### src/rtl/mem_arb_pkg.sv
// mem_arb_pkg: shared FSM state, owner and arbitration-mode definitions for mem_arbiter
package mem_arb_pkg;
  typedef enum logic [1:0] {IDLE, ISSUE, RESP} state_t;
  localparam logic OWN_CPU = 1'b0;
  localparam logic OWN_DBG = 1'b1;
  localparam int ARB_RR = 0;
  localparam int ARB_DBG_PRIO = 1;
endpackage

### src/rtl/arb_pick.sv
// arb_pick: combinational winner selection between the CPU and DBG requesters
module arb_pick
  import mem_arb_pkg::*;
#(
  parameter int ARB_MODE = ARB_RR
) (
  input  logic cpu_req,
  input  logic dbg_req,
  input  logic last_gnt,
  output logic gnt_valid,
  output logic gnt_owner
);
  assign gnt_valid = cpu_req | dbg_req;
  // on a tie, round-robin hands the grant to whoever was not served last
  assign gnt_owner = !cpu_req ? OWN_DBG :
                     !dbg_req ? OWN_CPU :
                     (ARB_MODE == ARB_DBG_PRIO) ? OWN_DBG : ~last_gnt;
endmodule

### src/rtl/mem_arbiter.sv
// mem_arbiter: shares one 1-cycle-latency memory between CPU and DBG via IDLE/ISSUE/RESP transactions
module mem_arbiter
  import mem_arb_pkg::*;
#(
  parameter int AW = 32,
  parameter int DW = 32,
  parameter int ARB_MODE = ARB_RR
) (
  input  logic          clk,
  input  logic          reset,
  input  logic          cpu_req,
  input  logic          cpu_we,
  input  logic [AW-1:0] cpu_adr,
  input  logic [DW-1:0] cpu_wdata,
  output logic [DW-1:0] cpu_rdata,
  output logic          cpu_ack,
  input  logic          dbg_req,
  input  logic          dbg_we,
  input  logic [AW-1:0] dbg_adr,
  input  logic [DW-1:0] dbg_wdata,
  output logic [DW-1:0] dbg_rdata,
  output logic          dbg_ack,
  output logic          mem_en,
  output logic          mem_we,
  output logic [AW-1:0] mem_adr,
  output logic [DW-1:0] mem_wdata,
  input  logic [DW-1:0] mem_rdata
);
  state_t        state;
  logic          owner, last_gnt, we_q, gnt_valid, gnt_owner;
  logic [AW-1:0] adr_q;
  logic [DW-1:0] wdata_q;
  arb_pick #(.ARB_MODE(ARB_MODE)) u_pick (
    .cpu_req  (cpu_req),
    .dbg_req  (dbg_req),
    .last_gnt (last_gnt),
    .gnt_valid(gnt_valid),
    .gnt_owner(gnt_owner)
  );
  always_ff @(posedge clk or negedge reset) begin
    if (!reset) begin
      state    <= IDLE;
      owner    <= OWN_CPU;
      last_gnt <= OWN_DBG;
      we_q     <= 1'b0;
      adr_q    <= '0;
      wdata_q  <= '0;
      mem_en   <= 1'b0;
      cpu_ack  <= 1'b0;
      dbg_ack  <= 1'b0;
    end else begin
      mem_en  <= state == IDLE && gnt_valid;
      cpu_ack <= state == ISSUE && owner == OWN_CPU;
      dbg_ack <= state == ISSUE && owner == OWN_DBG;
      case (state)
        IDLE: if (gnt_valid) begin
          state    <= ISSUE;
          owner    <= gnt_owner;
          last_gnt <= gnt_owner;
          we_q     <= gnt_owner == OWN_DBG ? dbg_we : cpu_we;
          adr_q    <= gnt_owner == OWN_DBG ? dbg_adr : cpu_adr;
          wdata_q  <= gnt_owner == OWN_DBG ? dbg_wdata : cpu_wdata;
        end
        ISSUE:   state <= RESP;
        default: state <= IDLE;
      endcase
    end
  end
  assign mem_we    = mem_en & we_q;
  assign mem_adr   = mem_en ? adr_q : '0;
  assign mem_wdata = mem_en ? wdata_q : '0;
  assign cpu_rdata = cpu_ack && !we_q ? mem_rdata : '0;
  assign dbg_rdata = dbg_ack && !we_q ? mem_rdata : '0;
endmodule

### config.mk
export PLATFORM = sky130hd
export DESIGN_NAME = mem_arbiter
export DESIGN_NICKNAME = d
export VERILOG_FILES = /design/src/rtl/mem_arb_pkg.sv /design/src/rtl/arb_pick.sv /design/src/rtl/mem_arbiter.sv
export SDC_FILE = /design/constraint.sdc
export NUM_CORES = 1
export LEC_CHECK = 0
export BUFFER_PORTS_ARGS = -buffer_cell sky130_fd_sc_hd__buf_2
export CAP_MARGIN = 5
export CORE_AREA = 3 3 115 117
export DETAILED_ROUTE_END_ITERATION = 8
export DIE_AREA = 0 0 118 120
export GPL_TIMING_DRIVEN = 0
export HOLD_SLACK_MARGIN = 0.02
export PLACE_DENSITY = 0.7
export SYNTH_ARGS = -nofsm -noshare
export SYNTH_HDL_FRONTEND = slang
export SYNTH_SLANG_ARGS = --single-unit
### constraint.sdc
create_clock -name clk -period 1.8 [get_ports clk]
set_input_delay 0.36 -clock clk [delete_from_list [all_inputs] [get_ports clk]]
set_output_delay 0.36 -clock clk [all_outputs]
set_load 0.02 [all_outputs]
# Word-level counts from Yosys, hierarchy flattened

Index checks and enable logic that the tools add are counted.

Register bits after elaboration: 72

Eq/ne operators: 2
Multiplexer cells: 11
Bitwise gates (word level): 4
Reduce and logical (&&, ||, !) cells: 8

Operators by type and width:

| operator           | number |
|---|---|
| $mux 32            | 6 |
| $logic_and 1x1->1  | 5 |
| $pmux 2 s2         | 1 |
| $mux 1             | 3 |
| $eq 2x1->1 const B | 1 |
| $logic_not 2->1    | 1 |
| $mux 2             | 1 |
| $ne 2x2->1 const B | 1 |
| $not 1->1          | 2 |
| $reduce_and 2->1   | 1 |
| $and 1x1->1        | 1 |
| $logic_not 1->1    | 1 |
| $or 1x1->1         | 1 |

# Depth between registers and ports, before layout

Gate-level depths: netlist (run 1).

Word-level depth: 4
Mapped depth: 8

# Cells and area by module

A second synthesis (run 1) with hierarchy kept.

Cells, all modules: 370
Area total of the unflattened synthesis: 4396.7 sq um

Modules (own cells, without submodules):

| module      | times used | seq. area each (sq um) | cells an instance | area an instance (sq um) |
|---|---|---|---|---|
| mem_arbiter | 1          | 1803.0                 | 367               | 4381.7 |
| arb_pick    | 1          | 0.0                    | 3                 | 15.0 |

# Worst setup path before layout (run 1)

No wires, ideal clock.

Path type: input port to flip-flop
Start point: input cpu_req
End point: register wdata_q[10]
Setup time: 0.081 ns
Data arrival time: 1.461 ns
Slack: 0.258 ns
Data required time: 1.719 ns
Stages: 8
Path through: clkbuf_2 -> or2_1 -> clkbuf_1 -> and2_1 -> clkbuf_2 -> buf_6 -> buf_6 -> a31oi_2

Word-level cells in the longest chain between the ends: 2

Ends and longest elaborated chain:

| item                                               | line                           | source |
|---|---|---|
| start, declared                                    | mem_arbiter.sv:11              | `input logic cpu_req,` |
| $mux 1 / $or 1x1->1 (equally long branches)        | arb_pick.sv:15, arb_pick.sv:13 |  |
| $mux 32 / $reduce_and 2->1 (equally long branches) | --                             |  |
| end signal, assigned                               | mem_arbiter.sv:62              | `wdata_q <= gnt_owner == OWN_DBG ? dbg_wdata : cpu_wdata;` |
| end, declared                                      | mem_arbiter.sv:32              | `logic [DW-1:0] wdata_q;` |

Several ways; a longest one is shown, not always the timed one.
A chain may end at the register's enable or synchronous reset.

# Final worst setup path (run 1)

Start point: register we_q
End point: output dbg_rdata[5]

Word-level cells in the longest chain between the ends: 3

Ends and longest elaborated chain:

| item                   | line              | source |
|---|---|---|
| start, declared        | mem_arbiter.sv:30 | `logic owner, last_gnt, we_q, gnt_valid, gnt_owner;` |
| start signal, assigned | mem_arbiter.sv:60 | `we_q <= gnt_owner == OWN_DBG ? dbg_we : cpu_we;` |
| $logic_not 1->1        | mem_arbiter.sv:73 | `assign dbg_rdata = dbg_ack && !we_q ? mem_rdata : '0;` |
| $logic_and 1x1->1      | mem_arbiter.sv:73 |  |
| $mux 32                | mem_arbiter.sv:73 |  |
| end, declared          | mem_arbiter.sv:21 | `output logic [DW-1:0] dbg_rdata,` |

No other way between the ends.

==> summary.txt, run 1 <==
Die
  • Total core area: 12500 um^2
  • Initial Util: 0.355
  • Die width: 118 um
  • Die Y: 120 um
  • Full die area: 14200 um^2
  • I/O pins: 298
  • Row Count: 41

STA
  • Max Clk Rate: 553 MHz
  • Worst-margin pin slew: 545 ps
  • Final Skew: 8.23 ps
  • Final Setup Violations: 1
  • Fin. Hold Viols: 0
  • Crit share post-route: 1.00
  • Final WS setup: -6.80 ps
  • Min cycle time layout: 1810 ps
  • Rel. slew slack: 0.637
  • Final Slew Violations: 0
  • RSZ-0062 raised after global routing: yes
  • Total negative slack: -6.80 ps

Power
  • VDD IR max: 0.621 mV
  • Total power: 10800 uW
  • Pwr/cell area: 1560 nW/um^2
  • Leakage: 0.00336 uW

Setup path
  • WP data required: 1440 ps
  • Setup CP Type: reg2out
  • Max incr delay on CP: 440 ps
  • CP max-delay cell: dfrtp_2
  • Worst path cell trace: nor2b_4 -> buf_4 -> and2_1 -> buf_2
  • Crit path DAT: 1450 ps
  • CP Max Fanout: 10
  • R2R depth: 5
  • Worst setup SP type: flip-flop
  • Critical path endpoint category: output pin

CTS
  • CTS Buffer Depth: 2
  • Worst skew pair latency: 330 ps
  • Sink Count: 72
  • CTS tree: built
  • CTS Buf Count: 9
  • Reg clk slew, reported paths: 60 ps
  • H-tree lvl count: 3
  • Clock Tree Root: clkbuf_16

Route
  • DRC violations left: 0
  • Vias: 5421
  • Vias/cell: 5.23
  • DRT Wirelength: 19100 um
  • TritonRoute pass-1 iters: 5
  • 1st-iter DRT viols: 320
  • Average wire per standard cell: 18.4 um
  • Final ANT Viol Nets: 0

Yosys
  • Synth top area share: 0.401
  • Leading area contributor after synthesis: dfrtp_1
  • Synth Area in Compound Gates: 0.258
  • Area fraction in and, or, nand and nor cells after synthesis: 0.271
  • Post-Synth Adder-Cell Area: 0
  • Post-synthesis xor/xnor area fraction: 0
  • Largest family of logic cells by synthesized area: simple AND/OR/NAND/NOR gates
  • Synth cell types: 18
  • Top post-synthesis cells by area: dfrtp_1, and2_1, a31oi_1, a21oi_1, nand3_1
  • Mapped Cells: 542
  • #FFs+latches synth: 72
  • Post-synthesis mux area share: 0
  • Synthesized cell area: 4430 um^2
  • Synth warnings: 0
  • Mapped Nets: 708
  • Mean Syn Cell Area: 8.17 um^2
  • Sequential fraction of the synthesis area: 0.407

Global routing
  • Vias in the first global route: 5153
  • Total congestion overflow: 0
  • Tot GR Track Use: 0.247
  • Largest net degree at the start of global routing: 50
  • Antenna violations before repair: 5
  • First-pass GRT wire length: 27400 um

Final layout
  • Syn-to-layout area delta: 56.7%
  • Layout cells sized above 1: 0.448
  • Util after Layout: 0.557
  • Nets@finish: 1021

Place
  • Post-placement setup slack: -193 ps
  • Gpl congestion: 0.880
  • Port Buf Inserts: 296
  • Detailed placement HPWL: 14400 um

Min path
  • Hold depth: 3
  • Min-Delay Path Class: in2reg

Run status
  • Status: complete, but fails checks
  • Failing checks: setup timing

Run
  • Max-cap violation count: 0
## where the power goes
| part | internal, uW | total, uW | switching, uW | leakage, uW |
|---|---|---|---|---|
| Clock | 1210 | 1890 | 677 | 0.000150 |
| Combinational | 2380 | 6080 | 3700 | 0.00240 |
| Sequential | 2460 | 2870 | 412 | 0.000812 |
| Total | 6050 | 10800 | 4780 | 0.00336 |
## through the flow
stage	cells	area (um^2)	hold WS, ps
floorplan	542	4430	64.4
global placement	1010	6120	432
detailed placement	1011	6150	291
CTS	1029	6590	292
global route	1036	6940	301
finish	1036	6940	298
## timing repair
item,4_1_cts,5_1_grt
cloned,0,2
pin swaps,0,13
resized for setup,43,100
setup endpoints to repair,152,118
hold endpoints to repair,23,0
hold buffers,1,0
setup buffers,1,1
## Yosys cell counts, drive strengths merged
cell	instances
o21ai	65
or2	1
inv	1
nand3	65
nand2b	1
buf	12
nor2b	5
and2	132
nor2	1
a21oi	67
dfstp	1
dfrtp	71
clkbuf	53
a31oi	67
## registers in the layout, summed over array words and instances (netlist names)
| register | cells |
|---|---|
| adr_q | 32 |
| wdata_q | 32 |
| state | 2 |
| last_gnt | 1 |
| we_q | 1 |
| cpu_ack | 1 |
| mem_en | 1 |
| owner | 1 |
| dbg_ack | 1 |
## final timing paths
check                              start            to  slack, ps
min reg2reg                        owner       cpu_ack        460
max                                 we_q  dbg_rdata[5]         -7
max reg2reg                     last_gnt      adr_q[0]        130
min in group asynchronous          reset   wdata_q[25]        490
min                        dbg_wdata[21]   wdata_q[21]        300
max in group asynchronous          reset      last_gnt        700
## final cells by class
cell class	count	area (um^2)
Fill cell	1182	5530
Sequential cell	72	1800
Inverter	1	3.75
Timing Repair Buffer	302	1800
Clock buffer	11	233
Clock inverter	5	81.3
Antenna cell	4	10.0
Buffer	65	372
Tap cell	172	215
Multi-Input combinational cell	404	2420
## cells in the final DEF (no fill, tap or decap), types with 2 or more instances in the layout
cell type  netlist  layout
and2_1         132     110
nor2b_4          0       2
clkbuf_1        51      35
nor2b_1          5       3
o21ai_1          8       8
bufinv_16        0       2
buf_4            0      14
a31oi_2         10      10
clkbuf_16        0      11
a31oi_1         57      57
o21ai_0         57      57
a21oi_1         67      67
clkbuf_2         2       7
clkbuf_4         0       4
diode_2          0       4
buf_8            0       4
nand3_1         65      65
buf_6            3      32
and2_4           0      22
dfrtp_1         71      70
buf_2            9     267
## kinds of logic (layout without fill, tap and decap cells)
kind of cell | Yosys count | count (layout)
AND/OR/NAND/NOR | 205 | 205
AO/OA/AOI/OAI | 199 | 199
flip-flops | 72 | 72
buffers and inverters | 66 | 384
other | 0 | 4
## metal layers
layer	global-route usage	share of wire
met5	0	0.00037
met4	0.105	0.040
met3	0.0688	0.072
met2	0.431	0.51
met1	0.285	0.38
## critical path: cells and delay by family (launching register included)
family | cells | cell delay (ps)
buffers and inverters | 2 | 350
AND/OR/NAND/NOR | 2 | 330
flip-flops | 1 | 440
Power figures use the tool's default switching activity.
==> inputs of run 2 (changes only) <==
--- a/config.mk
+++ b/config.mk
@@ -5,14 +5,15 @@
 export SDC_FILE = /design/constraint.sdc
 export NUM_CORES = 1
 export LEC_CHECK = 0
+export ABC_AREA = 1
 export BUFFER_PORTS_ARGS = -buffer_cell sky130_fd_sc_hd__buf_2
 export CAP_MARGIN = 5
-export CORE_AREA = 3 3 115 117
+export CORE_AREA = 3 3 116 118
 export DETAILED_ROUTE_END_ITERATION = 8
-export DIE_AREA = 0 0 118 120
+export DIE_AREA = 0 0 119 121
 export GPL_TIMING_DRIVEN = 0
 export HOLD_SLACK_MARGIN = 0.02
-export PLACE_DENSITY = 0.7
+export PLACE_DENSITY = 0.73
 export SYNTH_ARGS = -nofsm -noshare
 export SYNTH_HDL_FRONTEND = slang
 export SYNTH_SLANG_ARGS = --single-unit
==> summary.txt, run 2 <==
STA
  • Rel. slew slack: 0.665 (+0.0284)
  • Final Slew Violations: 0 (unchanged)
  • WHS: 320 ps (+21.4 ps)
  • Final WS setup: 36.2 ps (+43.0 ps)
  • Final Setup Violations: 0 (-1)
  • RSZ-0062 raised after global routing: yes
  • Crit share post-route: 0.980 (-0.0239)
  • Min cycle time layout: 1760 ps (-43.0 ps)
  • Worst-margin pin slew: 502 ps (-42.6 ps)
  • Max Clk Rate: 567 MHz (+2.4%)
  • Final Skew: 6.37 ps (-1.86 ps)
  • Fin. Hold Viols: 0 (unchanged)

Min path
  • Hold path start: dbg_adr[2]
  • Hold endpoint: adr_q[2]
  • Min-Delay Path Class: in2reg
  • Hold depth: 5 (+2)

Yosys
  • Ys flop type: dfrtp_1
  • EDFF count, synth: 0 (unchanged)
  • Mapped Nets: 987 (+39%)
  • Post-Synth Adder-Cell Area: 0 (unchanged)
  • Mean Syn Cell Area: 5.89 um^2 (-28%)
  • Top post-synthesis cells by area: dfrtp_1, nand2_1, inv_1, nand3_1, nor2_1
  • Mapped Cells: 821 (+51%)
  • Most common cell in the netlist: nand2_1
  • Synth top area share: 0.367 (-0.0341)
  • Synth warnings: 0 (unchanged)
  • Synth Area in Compound Gates: 0.00207 (-0.256)
  • Synth cell types: 14 (-4)
  • Synthesized cell area: 4840 um^2 (+9.3%)
  • Post-synthesis mux area share: 0 (unchanged)
  • Post-synthesis xor/xnor area fraction: 0 (unchanged)
  • Top post-synthesis cells by count: nand2_1, inv_1, nand3_1
  • Sequential fraction of the synthesis area: 0.373 (-0.0346)
  • Post-synth ARST share: 1.00 (unchanged)
  • Leading area contributor after synthesis: dfrtp_1
  • Area fraction in and, or, nand and nor cells after synthesis: 0.397 (+0.126)
  • Largest family of logic cells by synthesized area: simple AND/OR/NAND/NOR gates
  • #FFs+latches synth: 72 (unchanged)

Power
  • Clock network fraction of design power: 0.170 (-0.004)
  • Switching pwr: 4730 uW (-1.1%)
  • Comb pwr share: 0.545 (-0.016)
  • Leakage: 0.00511 uW (+52%)
  • VDD IR max: 0.596 mV (-4.1%)
  • Pint: 5430 uW (-10%)
  • Sw Share: 0.466 (+0.0243)
  • Sequential power share: 0.285 (+0.020)
  • Pwr/cell area: 1450 nW/um^2 (-7.1%)

Setup path
  • WP data required: 1440 ps (about the same)
  • Critical path endpoint category: output pin
  • Crit path DAT: 1400 ps (-50 ps)
  • Reg2Reg Capture Point: adr_q[24]
  • Setup CP Type: reg2out
  • Worst setup SP type: flip-flop
  • FF-to-FF Start: last_gnt
  • R2R depth: 7 (+2)
  • R2R Setup Slk: 240 ps (+110 ps)
  • CP Max Fanout: 10 (unchanged)

Run
  • Max-cap violation count: 0 (unchanged)

Die
  • Die width: 119 um (+0.85%)
  • Full die area: 14400 um^2 (+1.7%)
  • Die Y: 121 um (+0.83%)
  • I/O pins: 298 (unchanged)
  • Total core area: 12600 um^2 (+0.82%)
  • Initial Util: 0.385 (+0.0299)
  • Row Count: 41 (unchanged)

Final layout
  • Largest registers: adr_q (32), wdata_q (32), state (2)
  • Nets@finish: 1297 (+27%)
  • Commonest cells after routing, fill and taps aside: buf_2, nand2_1, inv_1
  • Final Instance Area: 7000 um^2 (+0.94%)
  • Util after Layout: 0.557 (+0.000634)
  • Layout cells sized above 1: 0.318 (-0.130)
  • Most common cell after layout, fill and taps aside: buf_2
  • Syn-to-layout area delta: 44.7%

Place
  • Placed Area: 6570 um^2 (+6.8%)
  • Detailed placement HPWL: 13600 um (-5.5%)
  • Port Buf Inserts: 297 (+0.34%)
  • Post-placement setup slack: -204 ps (-11.7 ps)
  • Gpl congestion: 0.865 (-1.8%)

Global routing
  • Largest net degree at the start of global routing: 72 (+44%)
  • Vias in the first global route: 5382 (+4.4%)
  • Tot GR Track Use: 0.234 (-0.0135)
  • Total congestion overflow: 0 (unchanged)
  • Antenna violations before repair: 5 (unchanged)
  • First-pass GRT wire length: 26600 um (-3.1%)

CTS
  • Postcts setup bufs: 0 (-1)
  • CTS tree: built
  • CTS Buf Count: 9 (unchanged)
  • Sink Count: 72 (unchanged)
  • Clock Tree Root: clkbuf_16
  • H-tree lvl count: 3 (unchanged)
  • Reg clk slew, reported paths: 60 ps (about the same)
  • CTS Buffer Depth: 2 (unchanged)
  • Worst skew pair latency: 330 ps (about the same)

Route
  • Final ANT Viol Nets: 0 (unchanged)
  • TritonRoute pass-1 iters: 4 (-1)
  • 1st-iter DRT viols: 178 (-44%)
  • Average wire per standard cell: 13.1 um (-29%)
  • DRT Wirelength: 17200 um (-10%)
  • Vias/cell: 4.38 (-16%)
  • DRC violations left: 0 (unchanged)
  • Vias: 5750 (+6.1%)

Run status
  • Status: finished clean
## run 2: cell types whose count changed after synthesis, sizes merged, moves of 5 or more
| cell | previous run | this run |
|---|---|---|
| a31oi | 67 | 0 |
| o21ai | 65 | 2 |
| a21oi | 67 | 0 |
| and2 | 132 | 0 |
| nand2 | 0 | 266 |
| nand3 | 65 | 130 |
| inv | 1 | 233 |
| clkbuf | 53 | 14 |
| nor2 | 1 | 68 |
| buf | 12 | 34 |
| nor2b | 5 | 0 |
## run 2: how the worst max path moves through the flow
stage	from	end	slack, ps	depth (start not counted)
finish	we_q	dbg_rdata[13]	40	5
global route	we_q	dbg_rdata[13]	-30	5
CTS	we_q	cpu_rdata[18]	5	5
detailed placement	mem_en	mem_adr[12]	-200	5
global placement	mem_en	mem_wdata[23]	-180	5
floorplan	mem_en	mem_adr[12]	210	4
## run 2: power groups by stage
stage          combinational, uW  sequential [uW]  clock, uW
2_1_floorplan               3590             2820          0
3_3_place_gp                5350             2860          0
3_5_place_dp                5430             2900          0
4_1_cts                     5580             2890       1750
5_1_grt                     6210             3000       1840
6_report                    5540             2890       1730
## run 2: stage by stage
stage / std cells / power, uW / setup TNS (ps)
2_1_floorplan: 821 / 6410 / 0
3_3_place_gp: 1290 / 8220 / -11180
3_5_place_dp: 1291 / 8330 / -8420
4_1_cts: 1308 / 10200 / 0
5_1_grt: 1312 / 11000 / -133
6_report: 1312 / 10200 / 0
## run 2: timing repair
action	4_1_cts	5_1_grt
hold buffers	1	0
gates resized for setup	36	22
cloned	0	0
endpoints found under the setup margin	125	97
endpoints found under the hold margin	1	0
## run 2: worst max-delay path: stages (launching register included)
cell     delay [ps]
dfrtp_1         400
inv_2            90
nand2_2          90
buf_4           190
nor2_1          140
buf_4           170
## run 2: area by class of cell
type | instances | area, um^2
Fill cell | 1287 | 5570
Antenna cell | 4 | 10.0
Multi-Input combinational cell | 468 | 1950
Timing Repair Buffer | 299 | 1560
Sequential cell | 72 | 1800
Clock buffer | 16 | 292
Tap cell | 172 | 215
Buffer | 48 | 298
Inverter | 233 | 875
## run 2: logic make-up after synthesis
logic type             after synthesis
AOI/OAI and AO/OA                    2
buffers and inverters              281
DFF                                 72
and+or+nand+nor                    466
## run 2: metal layers
layer	track usage	share of wire	vias up	wire length, um
met1	0.250	0.38	2542	6520
met4	0.143	0.050	2	859
met3	0.0476	0.061	47	1050
li1	-	-	2955	-
met2	0.421	0.51	204	8750
met5	0	0.00064	-	11
==> inputs of run 3 (changes only) <==
--- a/config.mk
+++ b/config.mk
@@ -14,6 +14,7 @@
 export GPL_TIMING_DRIVEN = 0
 export HOLD_SLACK_MARGIN = 0.02
 export PLACE_DENSITY = 0.73
+export SETUP_SLACK_MARGIN = 0.3
 export SYNTH_ARGS = -nofsm -noshare
 export SYNTH_HDL_FRONTEND = slang
 export SYNTH_SLANG_ARGS = --single-unit
==> summary.txt, run 3 (synthesis results as in run 2) <==
Run status
  • Status: finished clean

Setup path
  • Worst setup SP type: flip-flop
  • FF-to-FF Start: last_gnt
  • WP data required: 1440 ps (about the same)
  • Setup CP Type: reg2out
  • R2R Setup Slk: 400 ps (+160 ps)
  • CP Max Fanout: 6 (-4)
  • R2R depth: 7 (unchanged)
  • Critical path endpoint category: output pin
  • Crit path DAT: 1400 ps (about the same)
  • Reg2Reg Capture Point: wdata_q[22]

Route
  • 1st-iter DRT viols: 264 (+48%)
  • TritonRoute pass-1 iters: 7 (+3)
  • Met1 wire length: 6940 um (+6.3%)
  • Routed length on met2: 9670 um (+10%)
  • DRT Wirelength: 18600 um (+8.4%)
  • Final ANT Viol Nets: 0 (unchanged)
  • DRC violations left: 0 (unchanged)
  • Vias/cell: 4.53 (+3.5%)
  • Top Metal Used: met5
  • Routed wl met3: 1250 um (+19%)
  • Vias: 6035 (+5.0%)
  • Average wire per standard cell: 14.0 um (+6.9%)

CTS
  • CTS tree: built
  • CTS Buffer Depth: 2 (unchanged)
  • CTS Buf Count: 9 (unchanged)
  • Clock Tree Root: clkbuf_16
  • Sink Count: 72 (unchanged)
  • H-tree lvl count: 3 (unchanged)
  • Reg clk slew, reported paths: 60 ps (about the same)
  • Worst skew pair latency: 330 ps (about the same)

Place
  • Detailed placement HPWL: 13000 um (-4.8%)
  • DP Cell Count: 1291 (unchanged)
  • Post-placement setup slack: -1.34 ps (+203 ps)
  • Placed Area: 6580 um^2 (about the same)
  • Port Buf Inserts: 297 (unchanged)
  • Gpl congestion: 0.864 (about the same)

Power
  • Pwr/cell area: 1500 nW/um^2 (+3.5%)
  • Leakage: 0.00542 uW (+6.0%)
  • VDD IR max: 0.672 mV (+13%)

Min path
  • Hold path start: dbg_adr[0]
  • Hold depth: 5 (unchanged)
  • Min-Delay Path Class: in2reg
  • Hold endpoint: adr_q[0]

Final layout
  • Largest registers: adr_q (32), wdata_q (32), state (2)
  • Nets@finish: 1313 (+1.2%)
  • Final Instance Area: 8060 um^2 (+15%)
  • Finished Layout Cells: 1331 (+1.4%)
  • Layout cells sized above 1: 0.391 (+0.0737)
  • Syn-to-layout area delta: 66.4%
  • Most common cell after layout, fill and taps aside: nand2_1
  • Commonest cells after routing, fill and taps aside: nand2_1, inv_1, buf_2

Global routing
  • Antenna violations before repair: 9 (+4)
  • Vias in the first global route: 5497 (+2.1%)
  • Largest net degree at the start of global routing: 71 (-1.4%)
  • Tot GR Track Use: 0.235 (+0.00176)
  • First-pass GRT wire length: 27000 um (+1.6%)
  • Total congestion overflow: 0 (unchanged)

Die
  • Full die area: 14400 um^2 (unchanged)
  • Initial Util: 0.385 (unchanged)
  • I/O pins: 298 (unchanged)
  • Die Y: 121 um (unchanged)
  • Die width: 119 um (unchanged)
  • Total core area: 12600 um^2 (unchanged)
  • Row Count: 41 (unchanged)

STA
  • Fin. Hold Viols: 0 (unchanged)
  • Total negative slack: 0 ps (unchanged)
  • RSZ-0062 raised after global routing: yes
  • Worst-margin pin slew: 384 ps (-118 ps)
  • Final WS setup: 39.7 ps (+3.43 ps)
  • Final Skew: 3.96 ps (-2.40 ps)
  • Crit share post-route: 0.978 (-0.00191)
  • Rel. slew slack: 0.744 (+0.0789)
  • Min cycle time layout: 1760 ps (-3.43 ps)
  • Final Slew Violations: 0 (unchanged)
  • Max Clk Rate: 568 MHz (+0.20%)
  • Final Setup Violations: 0 (unchanged)

Run
  • Max-cap violation count: 0 (unchanged)
==> run 3: how the worst max path moves through the flow <==
stage | depth (start not counted) | from | slack, ps | end
CTS | 5 | mem_en | 80 | mem_wdata[18]
global route | 5 | we_q | -20 | cpu_rdata[1]
global placement | 1 | reset | -90 | adr_q[7]
detailed placement | 5 | mem_en | -1 | mem_wdata[25]
finish | 5 | we_q | 40 | cpu_rdata[16]
floorplan | 4 | mem_en | 300 | mem_wdata[10]
==> run 3: final cells by class <==
cell class              count  area, um^2
multi-input cells         468        2210
flip-flops and latches     72        1800
diodes                      7        17.5
inverters                 233         875
well taps                 172         215
clock buffers              11         253
repair buffers            315        2170
clock inverters             5        78.8
fillers                  1154        4510
plain buffers              48         435
==> run 3: per-layer routing <==
metal  GRT usage  vias to the layer above
li1            -                     3002
met1       0.263                     2737
met2       0.424                      249
met3      0.0490                       45
met4       0.117                        2
met5           0                        -
==> run 3: critical path: stages (launching register included) <==
cell and delay [ps]:
dfrtp_1 390, inv_2 100, nand2_4 100, clkbuf_8 170, nor2_1 140, buf_4 170
==> run 3: power breakdown <==
| group | leakage [uW] | switching (uW) | total (uW) | internal [uW] |
|---|---|---|---|---|
| logic | 0.00438 | 4130 | 7150 | 3020 |
| clock network | 0.000166 | 674 | 1960 | 1290 |
| registers | 0.000874 | 529 | 2980 | 2450 |
==> run 3: timing repair <==
item	CTS	global route
hold endpoints to repair	2	0
pin swaps	1	2
buffers inserted	3	8
setup endpoints to repair	179	189
resized for setup	138	204
hold buffers	1	0
gates cloned	1	4
==> run 3: metrics by stage <==
step / hold slack (ps) / total power, uW / util
CTS: 310 / 10900 / 0.583
global route: 341 / 13000 / 0.641
floorplan: 64.4 / 6420 / -
detailed placement: 164 / 8300 / 0.523
finish: 319 / 12100 / 0.641
global placement: 422 / 8210 / 0.521
